## config.mk

```make
export PLATFORM = sky130hd
export DESIGN_NAME = data_mem_arbiter
export DESIGN_NICKNAME = d
export VERILOG_FILES = /design/src/rtl/data_mem_arbiter.sv
export SDC_FILE = /design/constraint.sdc
export NUM_CORES = 1
export LEC_CHECK = 0
export CORE_UTILIZATION = 38
export CTS_CLUSTER_SIZE = 16
export DETAILED_ROUTE_END_ITERATION = 8
export PLACE_DENSITY = 0.95
export SLEW_MARGIN = 30
export SYNTH_ARGS = -nofsm -noshare
export SYNTH_HDL_FRONTEND = slang
export SYNTH_SLANG_ARGS = --single-unit
```

## constraint.sdc

```tcl
create_clock -name clk -period 4 [get_ports clk]
set_input_delay 0.8 -clock clk [delete_from_list [all_inputs] [get_ports clk]]
set_output_delay 0.8 -clock clk [all_outputs]
set_load 0.005 [all_outputs]
```

## src/rtl/data_mem_arbiter.sv

```systemverilog
// ---------------------------------------------------------------------------
// data_mem_arbiter
//
// Shares one single-ported data memory between the CPU load/store port (A)
// and a secondary master (B). One access is granted per cycle. Plain
// contention is resolved round-robin. An owner holding lock keeps the
// memory until it has taken MAX_BURST beats while the other port waits.
// Read data is registered and flagged by a one-cycle rvalid strobe.
//
// Ports
//   clk, rst              clock; asynchronous active-low reset
//   a_* / b_*             requester ports: req, we, lock, addr, wdata in;
//                         gnt (combinational), rdata, rvalid (registered) out
//   mem_addr/wdata/we     drive to memory (writes commit on clk rise)
//   mem_rdata             combinational read data from memory
// ---------------------------------------------------------------------------
module data_mem_arbiter #(
    parameter int WIDTH     = 16,
    parameter int DEPTH     = 1024,
    parameter int ADD_SIZE  = $clog2(DEPTH),
    parameter int MAX_BURST = 4
) (
    input  logic                clk,
    input  logic                rst,
    input  logic                a_req,
    input  logic                a_we,
    input  logic                a_lock,
    input  logic [ADD_SIZE-1:0] a_addr,
    input  logic [WIDTH-1:0]    a_wdata,
    input  logic                b_req,
    input  logic                b_we,
    input  logic                b_lock,
    input  logic [ADD_SIZE-1:0] b_addr,
    input  logic [WIDTH-1:0]    b_wdata,
    output logic                a_gnt,
    output logic                b_gnt,
    output logic [WIDTH-1:0]    a_rdata,
    output logic [WIDTH-1:0]    b_rdata,
    output logic                a_rvalid,
    output logic                b_rvalid,
    output logic [ADD_SIZE-1:0] mem_addr,
    output logic [WIDTH-1:0]    mem_wdata,
    output logic                mem_we,
    input  logic [WIDTH-1:0]    mem_rdata
);

    localparam int              CNT_W   = $clog2(MAX_BURST + 1);
    localparam logic [CNT_W-1:0] CNT_MAX = CNT_W'(MAX_BURST);

    typedef enum logic [1:0] {
        IDLE   = 2'd0,
        LOCK_A = 2'd1,
        LOCK_B = 2'd2
    } state_t;

    typedef enum logic {
        PORT_A = 1'b0,
        PORT_B = 1'b1
    } port_t;

    state_t            state, state_next;
    port_t             last, last_next;
    logic [CNT_W-1:0]  burst_cnt, cnt_next;

    // State register.
    // NOTE: sequential blocks use non-blocking assignments so every register
    // updates from the values present before the edge.
    always_ff @(posedge clk or negedge rst) begin
        if (!rst) begin
            state     <= IDLE;
            last      <= PORT_B;        // A wins the first tie
            burst_cnt <= '0;
        end else begin
            state     <= state_next;
            last      <= last_next;
            burst_cnt <= cnt_next;
        end
    end

    // Grant selection, next state and memory drive.
    // NOTE: every signal assigned here gets a default first, so no path
    // through the block can leave a latch behind.
    always_comb begin
        a_gnt      = 1'b0;
        b_gnt      = 1'b0;
        state_next = IDLE;
        last_next  = last;
        cnt_next   = '0;
        mem_addr   = '0;
        mem_wdata  = '0;
        mem_we     = 1'b0;

        // Grants are gated by reset so nothing reaches memory while held.
        if (rst) begin
            if (state == LOCK_A && a_req) begin
                // The burst limit only preempts a contested owner.
                if (burst_cnt == CNT_MAX && b_req) b_gnt = 1'b1;
                else                               a_gnt = 1'b1;
            end else if (state == LOCK_B && b_req) begin
                if (burst_cnt == CNT_MAX && a_req) a_gnt = 1'b1;
                else                               b_gnt = 1'b1;
            end else if (a_req && b_req) begin
                if (last == PORT_B) a_gnt = 1'b1;
                else                b_gnt = 1'b1;
            end else begin
                a_gnt = a_req;
                b_gnt = b_req;
            end
        end

        if (a_gnt) begin
            last_next = PORT_A;
            mem_addr  = a_addr;
            mem_wdata = a_wdata;
            mem_we    = a_we;
            if (a_lock) begin
                state_next = LOCK_A;
                if (state != LOCK_A)         cnt_next = CNT_W'(1);
                else if (burst_cnt == CNT_MAX) cnt_next = CNT_MAX;
                else                         cnt_next = burst_cnt + CNT_W'(1);
            end
        end else if (b_gnt) begin
            last_next = PORT_B;
            mem_addr  = b_addr;
            mem_wdata = b_wdata;
            mem_we    = b_we;
            if (b_lock) begin
                state_next = LOCK_B;
                if (state != LOCK_B)         cnt_next = CNT_W'(1);
                else if (burst_cnt == CNT_MAX) cnt_next = CNT_MAX;
                else                         cnt_next = burst_cnt + CNT_W'(1);
            end
        end
    end

    // Read return path: data captured at the granting edge, presented the
    // following cycle. rdata holds between reads; rvalid is a single strobe.
    // NOTE: the read-data registers are reset because their reset value is
    // visible on the ports.
    always_ff @(posedge clk or negedge rst) begin
        if (!rst) begin
            a_rdata  <= '0;
            b_rdata  <= '0;
            a_rvalid <= 1'b0;
            b_rvalid <= 1'b0;
        end else begin
            a_rvalid <= a_gnt && !a_we;
            b_rvalid <= b_gnt && !b_we;
            if (a_gnt && !a_we) a_rdata <= mem_rdata;
            if (b_gnt && !b_we) b_rdata <= mem_rdata;
        end
    end

endmodule

```

Word-level counts from Yosys, hierarchy flattened --
Cells that the tools add are included. Widths: inputs -> output; s select.
Word-level totals: flip-flop bits (word level) 40, input port bits 76, output and inout bits 63, word-level logic and storage cells 56
Cells by class: $add $sub $neg 1, equal/unequal tests 5, multiplexer cells 33, reductions and logical operators 10
Operators with widths (number):
- $mux 16 | 2
- $mux 3 | 7
- $mux 10 | 2
- $mux 1 | 19
- $logic_and 1x1->1 | 7
- $mux 2 | 3
- $add 3x1->3 const B | 1
- $eq 3x3->1 const B | 1
- $eq 2x1->1 const B | 1
- $eq 2x2->1 const B | 1
- $logic_not 1->1 | 2
- $ne 2x1->1 const B | 1
- $ne 2x2->1 const B | 1
- $reduce_bool 2->1 | 1

Longest topological paths before layout --
Gate-level depths: netlist of run 1.
depth after elaboration 8, gate-level depth with buffers 9, depth with buffers taken out 7

Worst setup path before layout of run 1 --
No wires, ideal clock.
path kind input-to-output, start input port b_req, end output port mem_addr[4], arrival 2144 ps, data required time 3200 ps, setup slack 1056 ps, stages on the path 7, path buffers 2, cell sequence nand4_1 > or3b_4 > o2bb2ai_2 > and3_1 > buf_2 > buf_2 > a22o_1
On the way: word-level cells in the longest chain between the ends 7, elaborated cells on any way between the ends 15, those cells by class mux: 12; reduce/logical: 3
Ends and longest elaborated chain:
- from (decl) | line 30 | input logic b_req,
- $logic_and 1x1->1 | line 102 | end else if (a_req && b_req) begin
- $mux 1 | line 102
- $mux 1 | line 99 | end else if (state == LOCK_B && b_req) begin
- $mux 1 | line 95 | if (state == LOCK_A && a_req) begin
- $mux 1 | line 94 | if (rst) begin
- $mux 10 | line 122 | end else if (b_gnt) begin
- $mux 10 * | line 111 | if (a_gnt) begin
- to (decl) | line 41 | output logic [ADD_SIZE-1:0] mem_addr,
Every way passes the cells marked *; elsewhere a longest branch is shown, timed or not.

Final worst setup path of run 1 --
start register burst_cnt[0], end output port mem_we
On the way: word-level cells in the longest chain between the ends 8, elaborated cells on any way between the ends 15, those cells by class eq/ne: 1; mux: 12; reduce/logical: 2
Ends and longest elaborated chain:
- from (decl) | line 63 | logic [CNT_W-1:0] burst_cnt, cnt_next;
- from (signal assigned) | line 76 | burst_cnt <= cnt_next;
- $eq 3x3->1 * | line 97, 100
- $logic_and 1x1->1 | line 100 | if (burst_cnt == CNT_MAX && a_req) a_gnt = 1'b1;
- $mux 1 | line 100
- $mux 1 | line 99
- $mux 1 | line 95
- $mux 1 | line 94
- $mux 1 | line 122
- $mux 1 * | line 111
- to (decl) | line 43 | output logic mem_we,
Marked as above.

==> impl_metrics.ini, run 1 <==
[status]
status = complete, no violations

[setup_path]
crit_path_start_kind = flip-flop
max_stage_delay_ns = 0.45
r2r_cells = 9
required_ns = 3.20
cp_max_fo = 29
crit_arrival_ns = 2.73
end_kind = output pin
cp_cell_sequence = inv_1 -> ha_1 -> nand4_1 -> or3b_4 -> o2bb2ai_2 -> and3_1 -> buf_12 -> a22o_1 -> clkdlybuf4s50_1
path_class = reg2out
cp_slowest_cell = clkdlybuf4s50_1

[power_and_ir_drop]
sw_frac_of_total_pct = 24.2
clockPowerShare_pct = 23.4
max-vdd-ir-drop_mv = 0.362
p_int_mw = 1.12
p_switching_mw = 0.359
p_seq_share_pct = 38.3
p_per_area_nw_per_um2 = 416
combPwrFrac_pct = 38.4
p_leak_nw = 1.55

[cells_and_area]
nNetsFinal = 362
area_delta_synth_final_pct = 79.2
stdcell_area_um2 = 3560
n_antenna_cell = 0
drive_gt1_share_pct = 17.9
finalCoreUtilization_pct = 72.9
finalNonFillerCells = 352

[clock_tree]
clk_latency_ns = 0.30
cts_tree = built
cts_buffers = 5
cts_setup_buffers = 0
postCtsHoldBufs = 0
clk_pin_slew_ns = 0.08
cts.sinks = 40
cts_buffer_depth = 2
cts_root_buf = clkbuf_8
cts.htree.levels = 2

[logic_synthesis]
synth_cell_types = 30
ys_ff_latch = 40
syn-num-nets = 223
synth_warnings = 0
synth-edff-count = 0
ys_seq_area_share_pct = 50.5
ys_async_sr_fraction_pct = 100
synth-main-ff-cell = dfrtp_1
syn_avg_cell_area_um2 = 13.7
netlist_instances = 145
syn_area_um2 = 1990

[timing]
drv_slew = 0
fin_skew_ns = 0.00950
setup_viol = 0
worstMarginPinSlew_ns = 0.535
timing.final.crit_share_pct = 88.3
finalHoldViolations = 0
maxSlewHeadroom_pct = 64.3
tns_ns = 0
fmax_mhz = 283
rsz0062_at_grt = false
min_period_ns = 3.53

[detailed_routing]
detail_route.wl_per_cell_um = 17.1
viasPerCell = 4.93
num_vias = 1734
first_pass_iters = 4
drc = 0
drtIter0Drc = 71
wl_um = 6020
ant_nets = 0

[global_routing]
antenna_found_initial = 0
grt_pass1_wl_um = 8890
grt_pass1_vias = 1702
grt_use_total_pct = 22.2
grt_max_degree = 36
grt_overflow_total = 0

[placed_design]
place_hpwl_um = 4580
port_buffers = 138
dp_cells = 344
gp_congestion = 0.927
placed_area_um2 = 3430

[floorplanning]
die_w_um = 74.3
die-area_um2 = 5520
fp-row-count = 25
start_util_pct = 40.7
dieHeight_um = 74.3
core_area_um2 = 4880
num_io_pins = 139

[hold_path]
hold_class = in2async

[job]
maxCapViolCount = 0
==> path summary, 6_finish.rpt <==
kind	startpoint	end	slack (ns)
worst max register to register	burst_cnt[0]	a_rdata[11]	1.58
worst min register to register	a_rdata[4]	a_rdata[4]	0.51
max in group asynchronous	rst	b_rdata[6]	2.98
worst max-delay path	burst_cnt[0]	mem_we	0.47
worst min-delay path	rst	a_rdata[9]	0.33
min in group clk	a_rdata[4]	a_rdata[4]	0.51
==> kinds of logic after synthesis <==
family,count (synthesis),share of synthesized area (%)
fa+ha+maj,2,1.26
buf+inv,17,4.85
flops,40,50.5
compound gates,39,17.0
simple gates,15,4.92
mux,32,21.6
==> registers in the layout, indices dropped and copies added, names as in the netlist <==
signal     count
state          2
a_rdata       16
last           1
burst_cnt      3
b_rvalid       1
b_rdata       16
a_rvalid       1
==> area by class of cell <==
cell class,instances,area [um^2]
Fill cell,364,1320
Clock inverter,2,38.8
Timing Repair Buffer,142,1440
Clock buffer,6,82.6
Tap cell,67,83.8
Multi-Input combinational cell,88,888
Inverter,7,26.3
Sequential cell,40,1000
==> repair_timing <==
action                     in CTS  in global routing
resized for setup               0                  2
setup endpoints to repair       0                  9
hold endpoints to repair        0                  0
==> power by group through the flow <==
| stage | sequential [mW] | clock [mW] | combinational, mW |
|---|---|---|---|
| 2_1_floorplan | 0.572 | 0 | 0.194 |
| 3_3_place_gp | 0.567 | 0 | 0.554 |
| 3_5_place_dp | 0.574 | 0 | 0.571 |
| 4_1_cts | 0.567 | 0.357 | 0.575 |
| 5_1_grt | 0.578 | 0.373 | 0.606 |
| 6_report | 0.566 | 0.345 | 0.568 |
==> stage by stage <==
stage	power [mW]	setup WS, ns	hold slack (ns)
after floorplan	0.765	1.06	0.504
after global placement	1.12	0.136	0.486
after detailed placement	1.14	0.0930	0.495
after CTS	1.50	0.0936	0.324
after global routing	1.56	0.312	0.330
final	1.48	0.469	0.333
==> critical path: cells and delay by family, from the launching register on <==
family                     cells  cell delay [ns]
adders and majority gates      1             0.20
and+or+nand+nor                3             0.77
DFF                            1             0.40
buffers and inverters          3             0.70
AOI/OAI and AO/OA              2             0.37
==> cell usage after synthesis (2+ instances only) <==
master	number	area [um^2]
dfrtp_1	39	976
a22o_1	27	236
mux2_4	18	270
mux2_2	14	158
inv_1	7	26.3
buf_2	5	25.0
nand2_1	3	11.3
nand2b_1	3	18.8
a21oi_1	2	10.0
and3_1	2	12.5
buf_6	2	22.5
clkbuf_1	2	7.51
ha_1	2	25.0
nand3b_1	2	15.0
o21ai_0	2	10.0
==> routing by layer <==
layer,part of all wire (%),global-route usage (%),up-vias
li1,-,-,823
met3,4.9,5.28,8
met2,52,38.9,54
met5,0,0,-
met1,42,27.6,849
met4,1.0,5.66,0
==> layout by cell type, fill, tap and decap left out <==
cell,n
inv_1,7
o2bb2ai_2,1
a311oi_1,1
dfrtp_1,39
dfstp_2,1
buf_12,2
a21oi_1,2
clkbuf_8,6
o21ai_0,2
nand2b_1,3
o211a_1,1
buf_2,1
a32o_1,1
mux2_4,18
and4b_2,1
mux2_2,14
bufinv_16,1
nand3b_1,2
a22o_1,27
nor2b_1,1
a31oi_1,1
ha_1,2
dlymetal6s2s_1,2
buf_4,2
o21ba_2,1
and2_1,1
nand2_1,3
and3_1,2
o21a_1,1
nand4_1,1
clkdlybuf4s50_1,135
clkinv_4,1
or3b_4,1
a31oi_2,1
Note: power is estimated with default switching activity, not from simulation.
==> inputs of run 2 (changes only) <==
--- a/config.mk
+++ b/config.mk
@@ -5,7 +5,8 @@
 export SDC_FILE = /design/constraint.sdc
 export NUM_CORES = 1
 export LEC_CHECK = 0
-export CORE_UTILIZATION = 38
+export CORE_UTILIZATION = 39
+export CTS_BUF_LIST = sky130_fd_sc_hd__clkbuf_8
 export CTS_CLUSTER_SIZE = 16
 export DETAILED_ROUTE_END_ITERATION = 8
 export PLACE_DENSITY = 0.95
==> run 2 against run 1 <==
  * Fmax decreased by 7.6%
  * Clock-buffer cell count decreased by 1
  * First-iteration DRC count decreased by 9.9%
  * Die area fell by 2.5%
  * Sequential share of layout area up 0.099 points
  * Non-clock buffer count grew 3
  * Combinational power about the same
  * Final cell count increased by 0.85%
  * Critical path depth is 1 lower
  * Critical path type is now in2out
==> impl_metrics.ini, run 2 (synthesized netlist as in run 1, its figures left out) <==
[detailed_routing]
num_vias = 1767
drtIter0Drc = 64
ant_nets = 0
wl_um = 5540
met1_length_um = 2190
dr_wl_met2_um = 3000
wl_met3_um = 336
highest_layer = met4
viasPerCell = 4.98
drc = 0
first_pass_iters = 4
detail_route.wl_per_cell_um = 15.6

[clock_tree]
cts_resized = 0
cts_buffer_depth = 2
clk_pin_slew_ns = 0.08
cts_root_buf = clkbuf_8
postCtsHoldBufs = 0
cts_setup_buffers = 0
cts.htree.levels = 2
clk_latency_ns = 0.28
cts.sinks = 40
cts_tree = built
cts_buffers = 5

[setup_path]
required_ns = 3.20
reg2reg_slack_ns = 1.56
cp_max_fo = 22
crit_path_start_kind = primary input
path_class = in2out
end_kind = output pin
cp-endpoint = mem_wdata[14]
worstReg2RegStart = burst_cnt[0]
crit_arrival_ns = 3.02
r2r_cells = 9
crit_start = b_req
rr_endpoint = a_rdata[0]

[timing]
rsz0062_at_grt = false
fin_skew_ns = 0.00905
worstMarginPinSlew_ns = 0.476
setup_viol = 0
timing.final.crit_share_pct = 95.5
maxSlewHeadroom_pct = 68.3
finalHoldViolations = 0
fmax_mhz = 262
drv_slew = 0
tns_ns = 0
min_period_ns = 3.82

[floorplanning]
die_w_um = 73.4
fp-row-count = 25
dieHeight_um = 73.4
start_util_pct = 41.2
num_io_pins = 139
die-area_um2 = 5380
core_area_um2 = 4820

[global_routing]
grt_pass1_wl_um = 8380
grt_max_degree = 41
grt_use_total_pct = 20.7
grt_pass1_vias = 1706
grt_overflow_total = 0
antenna_found_initial = 0

[power_and_ir_drop]
max-vdd-ir-drop_mv = 0.343
power_mw = 1.39
p_leak_nw = 1.53
p_per_area_nw_per_um2 = 392

[cells_and_area]
nNetsFinal = 365
fillCellCount = 360
n_antenna_cell = 0
area_delta_synth_final_pct = 78.6
layout_common_cells = clkdlybuf4s50_1, dfrtp_1, a22o_1
finalNonFillerCells = 355
reg_top3 = a_rdata x16, b_rdata x16, burst_cnt x3
drive_gt1_share_pct = 18.8
layout_commonest_cell = clkdlybuf4s50_1
stdcell_area_um2 = 3550

[hold_path]
hold_class = reg2reg

[placed_design]
gp_congestion = 0.894
dp_cells = 347
placed_area_um2 = 3450
place_hpwl_um = 4320
port_buffers = 138

[status]
status = complete, no violations

[job]
maxCapViolCount = 0
## run 2: cell types whose count changed in the layout (fill, tap and decap cells not counted), moves of 2 or more
| cell | change |
|---|---|
| dlymetal6s2s_1 | -2 |
| clkinv_2 | +2 |
| buf_4 | +3 |
| clkdlybuf4s50_1 | +2 |
## run 2: cell type report
cell class | count | area, um^2 | share of cell area, %
timing repair buffer | 145 | 1450 | 41.0
sequential | 40 | 1000 | 28.3
multi-input combinational | 88 | 892 | 25.2
tap | 67 | 83.8 | 2.36
clock buffer | 5 | 68.8 | 1.94
inverter | 7 | 26.3 | 0.741
clock inverter | 3 | 18.8 | 0.529
## run 2: layer usage
layer	GRT usage (%)	vias up
li1	-	826
met1	24.2	871
met2	37.7	68
met3	6.72	2
met4	3.21	0
met5	0	-
## run 2: per-stage QoR
| step | hold slack (ns) | setup slack (ns) | utilization [%] |
|---|---|---|---|
| 4_1_cts | 0.493 | 0.0271 | 73.5 |
| 6_report | 0.508 | 0.179 | 73.6 |
| 3_3_place_gp | 0.488 | 0.101 | 71.7 |
| 5_1_grt | 0.504 | 0.0708 | 73.6 |
| 3_5_place_dp | 0.495 | 0.0266 | 71.7 |
| 2_1_floorplan | 0.504 | 1.06 | - |
## run 2: how the worst min path moves through the flow
| stage | slack, ns | start | end | cells past startpoint |
|---|---|---|---|---|
| floorplan | 0.50 | rst | a_rdata[0] | 0 |
| global placement | 0.49 | a_rdata[9] | a_rdata[9] | 1 |
| detailed placement | 0.49 | b_rdata[5] | b_rdata[5] | 1 |
| CTS | 0.49 | rst | last | 1 |
| global route | 0.50 | rst | last | 1 |
| finish | 0.51 | b_rdata[2] | b_rdata[2] | 1 |
## run 2: power breakdown
part | switching (mW) | internal [mW] | total [mW] | leakage, nW
combinational | 0.155 | 0.412 | 0.567 | 0.999
sequential | 0.0578 | 0.507 | 0.565 | 0.485
clock | 0.137 | 0.121 | 0.258 | 0.0479
total | 0.349 | 1.04 | 1.39 | 1.53
## run 2: critical path, cell delays in order
cell and delay [ns]:
clkdlybuf4s50_1 0.48, nand4_1 0.11, or3b_4 0.43, o2bb2ai_2 0.16
and3_4 0.23, buf_12 0.16, a22o_1 0.18, clkdlybuf4s50_1 0.45
